<file path="src/rtl/led_fader.sv">
// Four-channel LED driver: a set input bit lights its LED solidly; when the bit
// clears, the LED dims linearly through a PWM duty ramp paced by a prescaler.
module led_fader #(
  parameter int NP = 16,
  parameter int PW = 4
) (
  input  logic              clk,
  input  logic              rstn,
  input  logic [3:0]        din,
  output logic [3:0]        leds,
  output logic [4*PW-1:0]   lvl,
  output logic              busy
);

  localparam logic [PW-1:0] LVL_MAX = '1;

  logic [3:0]           din_q;
  logic [NP-1:0]        pre_q, pre_d;
  logic [PW-1:0]        pc_q, pc_d;
  logic [3:0][PW-1:0]   lvl_q, lvl_d;
  logic [3:0]           leds_q, leds_d;
  logic                 tick;

  always_comb begin
    pre_d  = pre_q + 1'b1;
    pc_d   = pc_q + 1'b1;
    tick   = &pre_q;
    busy   = 1'b0;
    lvl_d  = lvl_q;
    leds_d = '0;
    for (int i = 0; i < 4; i++) begin
      // A held-on input reloads full brightness even on a tick cycle.
      if (din_q[i]) begin
        lvl_d[i] = LVL_MAX;
      end else if (tick && (lvl_q[i] != '0)) begin
        lvl_d[i] = lvl_q[i] - 1'b1;
      end
      leds_d[i] = din_q[i] | (pc_q < lvl_q[i]);
      busy      = busy | (~din_q[i] & (lvl_q[i] != '0));
    end
  end

  always_ff @(posedge clk or negedge rstn) begin
    if (!rstn) begin
      din_q  <= '0;
      pre_q  <= '0;
      pc_q   <= '0;
      lvl_q  <= '0;
      leds_q <= '0;
    end else begin
      din_q  <= din;
      pre_q  <= pre_d;
      pc_q   <= pc_d;
      lvl_q  <= lvl_d;
      leds_q <= leds_d;
    end
  end

  assign leds = leds_q;
  assign lvl  = lvl_q;

endmodule
</file>
<file path="config.mk">
export PLATFORM = sky130hd
export DESIGN_NAME = led_fader
export DESIGN_NICKNAME = d
export VERILOG_FILES = /design/src/rtl/led_fader.sv
export SDC_FILE = /design/constraint.sdc
export NUM_CORES = 1
export LEC_CHECK = 0
export BUFFER_PORTS_ARGS = -buffer_cell sky130_fd_sc_hd__buf_2
export CORE_UTILIZATION = 40
export CTS_CLUSTER_SIZE = 28
export DETAILED_ROUTE_END_ITERATION = 12
export PLACE_DENSITY = 0.64
export SLEW_MARGIN = 20
export SYNTH_ARGS = -nofsm -noshare
export SYNTH_HDL_FRONTEND = slang
export SYNTH_SLANG_ARGS = --single-unit
</file>
<file path="constraint.sdc">
create_clock -name clk -period 2.3 [get_ports clk]
set_input_delay 0.345 -clock clk [delete_from_list [all_inputs] [get_ports clk]]
set_output_delay 0.345 -clock clk [all_outputs]
set_load 0.02 [all_outputs]
</file>
==> metrics.yaml, run 1 <==
run_status: "finished, final reports clean"
die_area_um2: 5880
htreeDepth: 2
cp-endpoint: "busy"
clk_pin_slew_ns: 0.08
layout_commonest_cell: "dfrtp_1"
crit_path_end_kind: "output pin"
leakage_nw: 1.23
drtPass1Iterations: 4
cp.required_ns: 1.96
cpMaxStageDelayCell: "dfrtp_1"
die_h_um: 76.7
setup_viol: 0
layout_common_cells: "dfrtp_1 (44), nor2_1 (30), buf_2 (26)"
synth_nets: 236
core_area_um2: 5240
path_buf_inv: 2
clkLatencyLatePin_ns: 0.30
placed_cells: 309
clockBufferDepth: 2
num_rows: 26
timing.final.crit_share_pct: 93.5
hold_viol: 0
antenna_found_initial: 0
cts_setup_buffers: 0
synth_seq_cells: 44
synthDistinctLibCells: 35
grt_pass1_vias: 1636
drc: 0
fmax_mhz: 465
start_util_pct: 42.6
grt-ovfl-total: 0
cts_tree: "yes"
postSynthAreaPerCell_um2: 10.5
cellPowerDensity_nw_per_um2: 516
postRouteAntennaNets: 0
rsz0062_at_grt: "no"
clock_sinks: 44
final_cells: 316
period_needed_ns: 2.15
start_kind: "flop"
cp-startpoint: "lvl[4]"
r2r_end: "lvl[1]"
grt_max_degree: 29
worstRegToRegCells: 5
drtIter0Drc: 81
cp_data_arrival_time_ns: 1.80
yosysSeqAreaShare_pct: 49.4
buffer_ports.inserted: 26
reg2reg_slack_ns: 0.23
clock_skew_ns: 0.00931
clockRootBuffer: "clkbuf_8"
slowest_delay_ns: 0.42
gp_congestion: 0.757
slew_violations: 0
wl_per_cell_um: 13.9
cap_violations: 0
cp_max_fo: 5
peakVddDrop_mv: 0.228
cts_resized: 0
setup-tns-final_ns: 0
cp_cell_sequence: "inv_1, ha_1, nor2b_2, and2_4, o22a_1, o221ai_1, buf_2"
cts_hold_buffers: 0
wl_um: 4400
viasPerCell: 5.16
numCtsBuffers: 5
area_growth_pct: 15.7
tightest_slew_ns: 0.631
cp_top_family: "flip-flops"
synthesis.area_um2: 2230
die_width_um: 76.7
hold_class: "primary input to async pin"
vias: 1631
crit_type: "flop to output pin"
crit_cells: 7
dpl.hpwl_um: 3260
drive_above_1_share_pct: 18.3
globalRouteTotalUtil_pct: 17.0
nets: 270
grt_pass1_wl_um: 7760
syn_inst: 212
io_pins: 27
max_slew_margin_pct: 57.9
ys_warn_count: 0
rr_startpoint: "pre_q[0]"
n_antenna_cell: 0
## metrics by stage
step                worst slack (ns)  utilization, %  power, W  cell area, um^2  hold slack [ns]
floorplan                      0.289               -  0.000803             2230           0.0494
global placement               0.182            47.1  0.000827             2470            0.408
detailed placement             0.104            47.1  0.000827             2470            0.413
CTS                           0.0707            49.0   0.00135             2560           0.0869
global route                 0.00635            49.2   0.00138             2580            0.102
finish                         0.150            49.2   0.00133             2580           0.0582
## synth_stat cells (all sizes together)
cell type	number	share of area, %
xnor2	10	3.9
o31a	4	1.6
ha	18	10
xor2	6	2.4
nand3	10	2.2
a211o	4	1.6
and2	2	0.56
o221ai	1	0.39
nor3b	1	0.34
nand2	5	0.84
a21oi	8	1.8
nor2b	1	0.28
nor4	2	0.56
buf	3	0.56
nor3	5	1.1
or4	1	0.34
o22a	1	0.39
dfrtp	44	49
nand4	5	1.7
o21ai	5	1.1
nor2	30	5.1
a311o	6	2.7
clkbuf	1	0.17
a21boi	4	1.3
inv	19	3.2
or4b	5	2.2
or3	2	0.56
and3	2	0.62
and4	3	1.2
mux2i	4	1.8
## registers in the layout, indices dropped and copies added (netlist names)
signal / flops
lvl: 16
leds: 4
pre_q: 16
pc_q: 4
din_q: 4
## area by class of cell
class / instances / area, um^2
fillers: 502 / 2660
clock buffers: 7 / 96.3
inverters: 19 / 71.3
well taps: 70 / 87.6
flip-flops and latches: 44 / 1100
multi-input cells: 145 / 1050
repair buffers: 31 / 168
## routing by layer
metal / global-route usage [%] / vias to the layer above / part of all wire [%]
met5: 0 / - / 0
met4: 8.08 / 0 / 1.7
met3: 3.69 / 5 / 2.9
met2: 25.4 / 24 / 45
met1: 23.2 / 781 / 51
li1: - / 821 / -
## worst min-delay path by stage
stage                     from       end  cells after the start
after detailed placement  rstn  pre_q[7]                      1
after global placement    rstn  pre_q[0]                      1
after CTS                 rstn   lvl[13]                      1
after floorplan           rstn  din_q[0]                      0
after global routing      rstn   lvl[13]                      1
final                     rstn   lvl[13]                      1
## cell families (layout without fill, tap and decap cells)
family | count (synthesis) | count (layout) | share of synthesized area (%)
and+or+nand+nor | 74 | 74 | 17.6
DFF | 44 | 44 | 49.4
AOI/OAI and AO/OA | 33 | 33 | 10.9
buffers and inverters | 23 | 57 | 3.93
adders and majority gates | 18 | 18 | 10.1
xor gates and xnor gates | 16 | 16 | 6.28
muxes | 4 | 4 | 1.80
## worst register-to-register path, stage by stage (launching register included)
cell,delay (ns)
dfrtp_1,0.39
ha_1,0.23
nand4_1,0.17
or4_4,0.58
or4b_1,0.49
o31a_1,0.11
## power by group
part           total (W)  internal, W  switching (W)
Combinational  0.0000254   0.00000752      0.0000179
Sequential      0.000785     0.000776     0.00000831
Clock           0.000521     0.000268       0.000253
Total            0.00133      0.00105       0.000279
(Power assumes the default switching activity.)
==> run 2: changes to the inputs <==
- CORE_UTILIZATION: 40 -> 30
- CTS_CLUSTER_DIAMETER: not set -> 150
- PLACE_DENSITY: 0.64 -> 0.53
==> run 2 against run 1 <==
Register-to-register slack got worse by 0.09 ns. Design area rose by 1.8%. First-iteration DRC count fell by 27%. Worst setup slack got worse by 0.0055 ns. Worst hold slack improved by 0.047 ns. Fmax fell by 0.26%. Critical path type is now flop to flop. Largest cell class unchanged.
==> metrics.yaml, run 2 (synthesized netlist as in run 1, its figures left out) <==
die_area_um2: 7780  # +32%
n_antenna_cell: 0  # unchanged
drtPass1Iterations: 4  # unchanged
drive_above_1_share_pct: 18.2  # -0.074 points
pwr-share-comb_pct: 1.8  # about the same
start_kind: "flop"
wl_um: 4800  # +9.2%
die_width_um: 88.2  # +15%
hold_class: "primary input to async pin"
cts_tree: "yes"
vias: 1660  # +1.8%
cellPowerDensity_nw_per_um2: 534  # +3.4%
cap_violations: 0  # unchanged
final_cells: 346  # +9.5%
die_h_um: 88.2  # +15%
drtIter0Drc: 59  # -27%
grt_pass1_vias: 1707  # +4.3%
p_sw_share_pct: 21.1  # +0.13 points
max_slew_margin_pct: 62.5  # +4.6 points
layout_commonest_cell: "dfrtp_1"
start_util_pct: 30.9  # -12 points
multi_input_area_um2: 1050  # -0.36%
peakVddDrop_mv: 0.280  # +22%
layout_common_cells: "dfrtp_1 (43), nor2_1 (30), buf_2 (25)"
numCtsBuffers: 5  # unchanged
cts_hold_buffers: 0  # unchanged
placed_cells: 338  # +9.4%
wl_per_cell_um: 13.9  # -0.26%
grt-ovfl-total: 0  # unchanged
power_frac_seq_pct: 56.0  # -3.0 points
total_power_w: 0.00140  # +5.3%
globalRouteTotalUtil_pct: 14.1  # -2.8 points
nFillCells: 761  # +52%
clockRootBuffer: "clkbuf_8"
run_status: "finished, final reports clean"
viasPerCell: 4.80  # -7.0%
final-seq-area_um2: 1100  # +0.11%
area_growth_pct: 17.8
gp_congestion: 0.761  # +0.50%
clock_skew_ns: 0.0120  # +0.00270 ns
cts_setup_buffers: 0  # unchanged
clkLatencyLatePin_ns: 0.30  # about the same
postRouteAntennaNets: 0  # unchanged
crit_path_end_kind: "flop"
clock_sinks: 44  # unchanged
p_clk_share_pct: 42.3  # +3.2 points
crit_type: "flop to flop"
cp.required_ns: 2.49  # +0.53 ns
grt_max_degree: 45  # +55%
dpl.hpwl_um: 3530  # +8.4%
tightest_slew_ns: 0.563  # -0.0685 ns
grt_pass1_wl_um: 8310  # +7.2%
core_area_um2: 7210  # +38%
cts_resized: 0  # unchanged
cp_data_arrival_time_ns: 2.34  # +0.54 ns
setup-tns-final_ns: 0  # unchanged
slew_violations: 0  # unchanged
num_rows: 31  # +19%
drc: 0  # unchanged
leakage_nw: 1.23  # +0.32%
antenna_found_initial: 0  # unchanged
period_needed_ns: 2.16  # +0.00552 ns
hold_viol: 0  # unchanged
cp_max_fo: 9  # +4
rsz0062_at_grt: "no"
p_switching_w: 0.000296  # +6.0%
io_pins: 27  # unchanged
htreeDepth: 2  # unchanged
nets: 270  # unchanged
clockBufferDepth: 2  # unchanged
fmax_mhz: 464  # -0.26%
clk_pin_slew_ns: 0.08  # about the same
buffer_ports.inserted: 26  # unchanged
setup_viol: 0  # unchanged
p_int_w: 0.00111  # +5.2%
timing.final.crit_share_pct: 93.7  # +0.24 points
## run 2: changes by cell type in the layout (fill, tap and decap cells not counted)
cell,change
clkbuf_8,-2
buf_2,-1
buf_4,+1
bufinv_16,+1
clkbuf_1,+1
clkinv_2,+1
dfrtp_1,-1
dfrtp_2,+1
or4_1,+1
or4_4,-1
## run 2: worst paths after layout
| check | slack (ns) | cells after the start | to | from |
|---|---|---|---|---|
| setup / recovery | 0.14 | 5 | lvl[5] | pre_q[0] |
| hold / removal | 0.11 | 2 | lvl[2] | rstn |
| setup reg to reg | 0.14 | 5 | lvl[5] | pre_q[0] |
| hold reg to reg | 0.48 | 1 | pre_q[0] | pre_q[0] |
| max in group asynchronous | 1.76 | 2 | lvl[4] | rstn |
| min in group clk | 0.14 | 1 | din_q[2] | din[2] |
## run 2: routing by layer
| layer | GRT usage [%] | vias up | routed length, um |
|---|---|---|---|
| met4 | 4.40 | 0 | 59 |
| met5 | 0 | - | 0 |
| li1 | - | 817 | - |
| met2 | 24.7 | 20 | 2360 |
| met3 | 2.89 | 6 | 133 |
| met1 | 17.5 | 817 | 2250 |
## run 2: cell type report
type	instances	share of cell area (%)
Clock buffer	6	2.76
Clock inverter	2	1.33
Inverter	19	2.72
Multi-Input combinational cell	145	40.0
Sequential cell	44	42.0
Tap cell	99	4.72
Timing Repair Buffer	31	6.48
## run 2: power by group through the flow
stage	registers [W]	clock network [W]	logic [W]
6_report	0.000785	0.000592	0.0000245
5_1_grt	0.000786	0.000645	0.0000296
4_1_cts	0.000785	0.000613	0.0000261
3_5_place_dp	0.000800	0	0.0000262
3_3_place_gp	0.000800	0	0.0000263
2_1_floorplan	0.000794	0	0.00000886
## run 2: stage by stage
step	instance area (um^2)	setup slack, ns	hold WS (ns)	util [%]
after CTS	2610	0.0374	0.134	36.2
after floorplan	2230	0.289	0.0494	-
after global routing	2630	0.0105	0.127	36.4
after detailed placement	2500	0.146	0.455	34.7
after global placement	2500	0.200	0.457	34.7
final	2630	0.145	0.105	36.4
## run 2: critical path: stages (launching register included)
cell	delay, ns
dfrtp_1	0.40
ha_1	0.23
nand4_1	0.12
or4_1	0.66
or4b_1	0.52
o31a_1	0.12
==> run 3: changes to the inputs <==
- CORE_ASPECT_RATIO: not set -> 0.9
- clock period: 2.3 -> 2.8 ns (I/O delays scaled with it)
==> run 3 against run 2 <==
Critical endpoint is now busy. Die area barely moved. Sequential share of layout area up 0.87 points. Final cell count fell by 2.6%. Worst setup slack gained 0.37 ns. Highest routed layer unchanged. Largest cell class unchanged. Sequential power fell by 18%.
==> metrics.yaml, run 3 (synthesized netlist as in run 1, its figures left out) <==
run_status: "finished, final reports clean"
layout_commonest_cell: "dfrtp_1"
area_growth_pct: 15.3
nFillCells: 753  # -1.1%
gp_congestion: 0.784  # +3.1%
cap_violations: 0  # unchanged
vias: 1621  # -2.3%
rsz0062_at_grt: "no"
cellPowerDensity_nw_per_um2: 422  # -21%
viasPerCell: 4.81  # +0.26%
hold_viol: 0  # unchanged
cpMaxStageDelayCell: "dfrtp_1"
postRouteAntennaNets: 0  # unchanged
io_pins: 27  # unchanged
tightest_slew_ns: 0.731  # +0.168 ns
clockRootBuffer: "clkbuf_8"
fmax_mhz: 438
htreeDepth: 2  # unchanged
period_needed_ns: 2.28
core_area_um2: 7110  # -1.4%
clk_pin_slew_ns: 0.09  # about the same
timing.final.crit_share_pct: 81.6
cp_data_arrival_time_ns: 1.86  # -0.48 ns
layout_common_cells: "dfrtp_1 (44), nor2_1 (30), buf_2 (25)"
cts_setup_buffers: 0  # unchanged
clkLatencyLatePin_ns: 0.30  # about the same
clock_skew_ns: 0.0110  # -0.000962 ns
multi_input_area_um2: 1040  # -0.95%
setup-tns-final_ns: 0  # unchanged
final-seq-area_um2: 1100  # -0.11%
grt_pass1_vias: 1564  # -8.4%
numCtsBuffers: 5  # unchanged
hold_class: "primary input to async pin"
n_antenna_cell: 0  # unchanged
nets: 267  # -1.1%
die_h_um: 83.8  # -5.0%
slew_violations: 0  # unchanged
final_util_pct: 36.1  # -0.27 points
cp_top_family: "flip-flops"
setup_viol: 0  # unchanged
cts_resized: 0  # unchanged
die_area_um2: 7780  # about the same
buffer_ports.inserted: 26  # unchanged
leakage_nw: 1.21  # -1.7%
start_util_pct: 31.4  # +0.45 points
cts_hold_buffers: 0  # unchanged
slowest_delay_ns: 0.44  # -0.22 ns
globalRouteTotalUtil_pct: 13.0  # -1.1 points
drtPass1Iterations: 4  # unchanged
cp_max_fo: 5  # -4
drive_above_1_share_pct: 16.0  # -2.2 points
crit_type: "flop to output pin"
antenna_found_initial: 0  # unchanged
cts_tree: "yes"
drc: 0  # unchanged
path_buf_inv: 2  # +2
grt_max_degree: 45  # unchanged
crit_path_end_kind: "output pin"
peakVddDrop_mv: 0.188  # -33%
cp_cell_sequence: "inv_1, ha_1, nor2b_1, and2_0, o22a_1, o221ai_1, buf_2"
max_slew_margin_pct: 50.9  # -12 points
drtIter0Drc: 74  # +25%
dpl.hpwl_um: 3360  # -4.8%
wl_um: 4650  # -3.1%
hold_slack_ns: 0.113  # +0.00800 ns
start_kind: "flop"
cp.required_ns: 2.38  # -0.11 ns
grt-ovfl-total: 0  # unchanged
grt_pass1_wl_um: 7890  # -5.1%
num_rows: 29  # -6.5%
wl_per_cell_um: 13.8  # -0.51%
clock_sinks: 44  # unchanged
clockBufferDepth: 2  # unchanged
die_width_um: 92.9  # +5.3%
[run 3: cell types whose count changed in the layout (fill, tap and decap cells not counted), sizes merged]
cell	previous run	this run
buf	31	28
bufinv	1	0
clkinv	1	2
[run 3: area by class of cell]
cell class                 instances  area share [%]
multi-input combinational        145            40.5
sequential                        44            42.8
inverter                          19            2.78
clock buffer                       6            3.21
tap                               93            4.53
clock inverter                     2           0.389
timing repair buffer              28            5.74
[run 3: final timing paths]
| check | start | endpoint | slack (ns) | cells past startpoint |
|---|---|---|---|---|
| worst max register to register | pre_q[0] | lvl[13] | 0.58 | 5 |
| worst min-delay path | rstn | lvl[2] | 0.11 | 1 |
| min in group clk | din[1] | din_q[1] | 0.23 | 1 |
| worst min register to register | pre_q[0] | pre_q[0] | 0.48 | 1 |
| max in group asynchronous | rstn | lvl[15] | 2.28 | 1 |
| worst max-delay path | lvl[4] | busy | 0.52 | 7 |
[run 3: report_power, final]
group | total, W | switching [W] | internal [W]
registers | 0.000645 | 0.00000700 | 0.000638
clock network | 0.000420 | 0.000222 | 0.000197
logic | 0.0000199 | 0.0000150 | 0.00000481
[run 3: stage by stage]
step | total power [W] | std cells | instance area (um^2) | worst slack, ns
2_1_floorplan | 0.000659 | 212 | 2230 | 0.789
3_3_place_gp | 0.000678 | 329 | 2470 | 0.660
3_5_place_dp | 0.000678 | 329 | 2470 | 0.595
4_1_cts | 0.00110 | 337 | 2570 | 0.491
5_1_grt | 0.00113 | 337 | 2570 | 0.346
6_report | 0.00108 | 337 | 2570 | 0.516
[run 3: worst register-to-register path: cells and delay by family, from the launching register on]
kind | cells | cell delay [ns]
AO/OA/AOI/OAI | 1 | 0.12
adder cells (fa/ha/maj) | 1 | 0.24
flip-flops | 1 | 0.39
AND/OR/NAND/NOR | 3 | 1.37
[run 3: per-layer routing]
metal  routed length, um  track usage, %
met5                   0               0
met2                1950            18.5
met1                2520            19.8
met4                  53            4.20
met3                 128            2.19
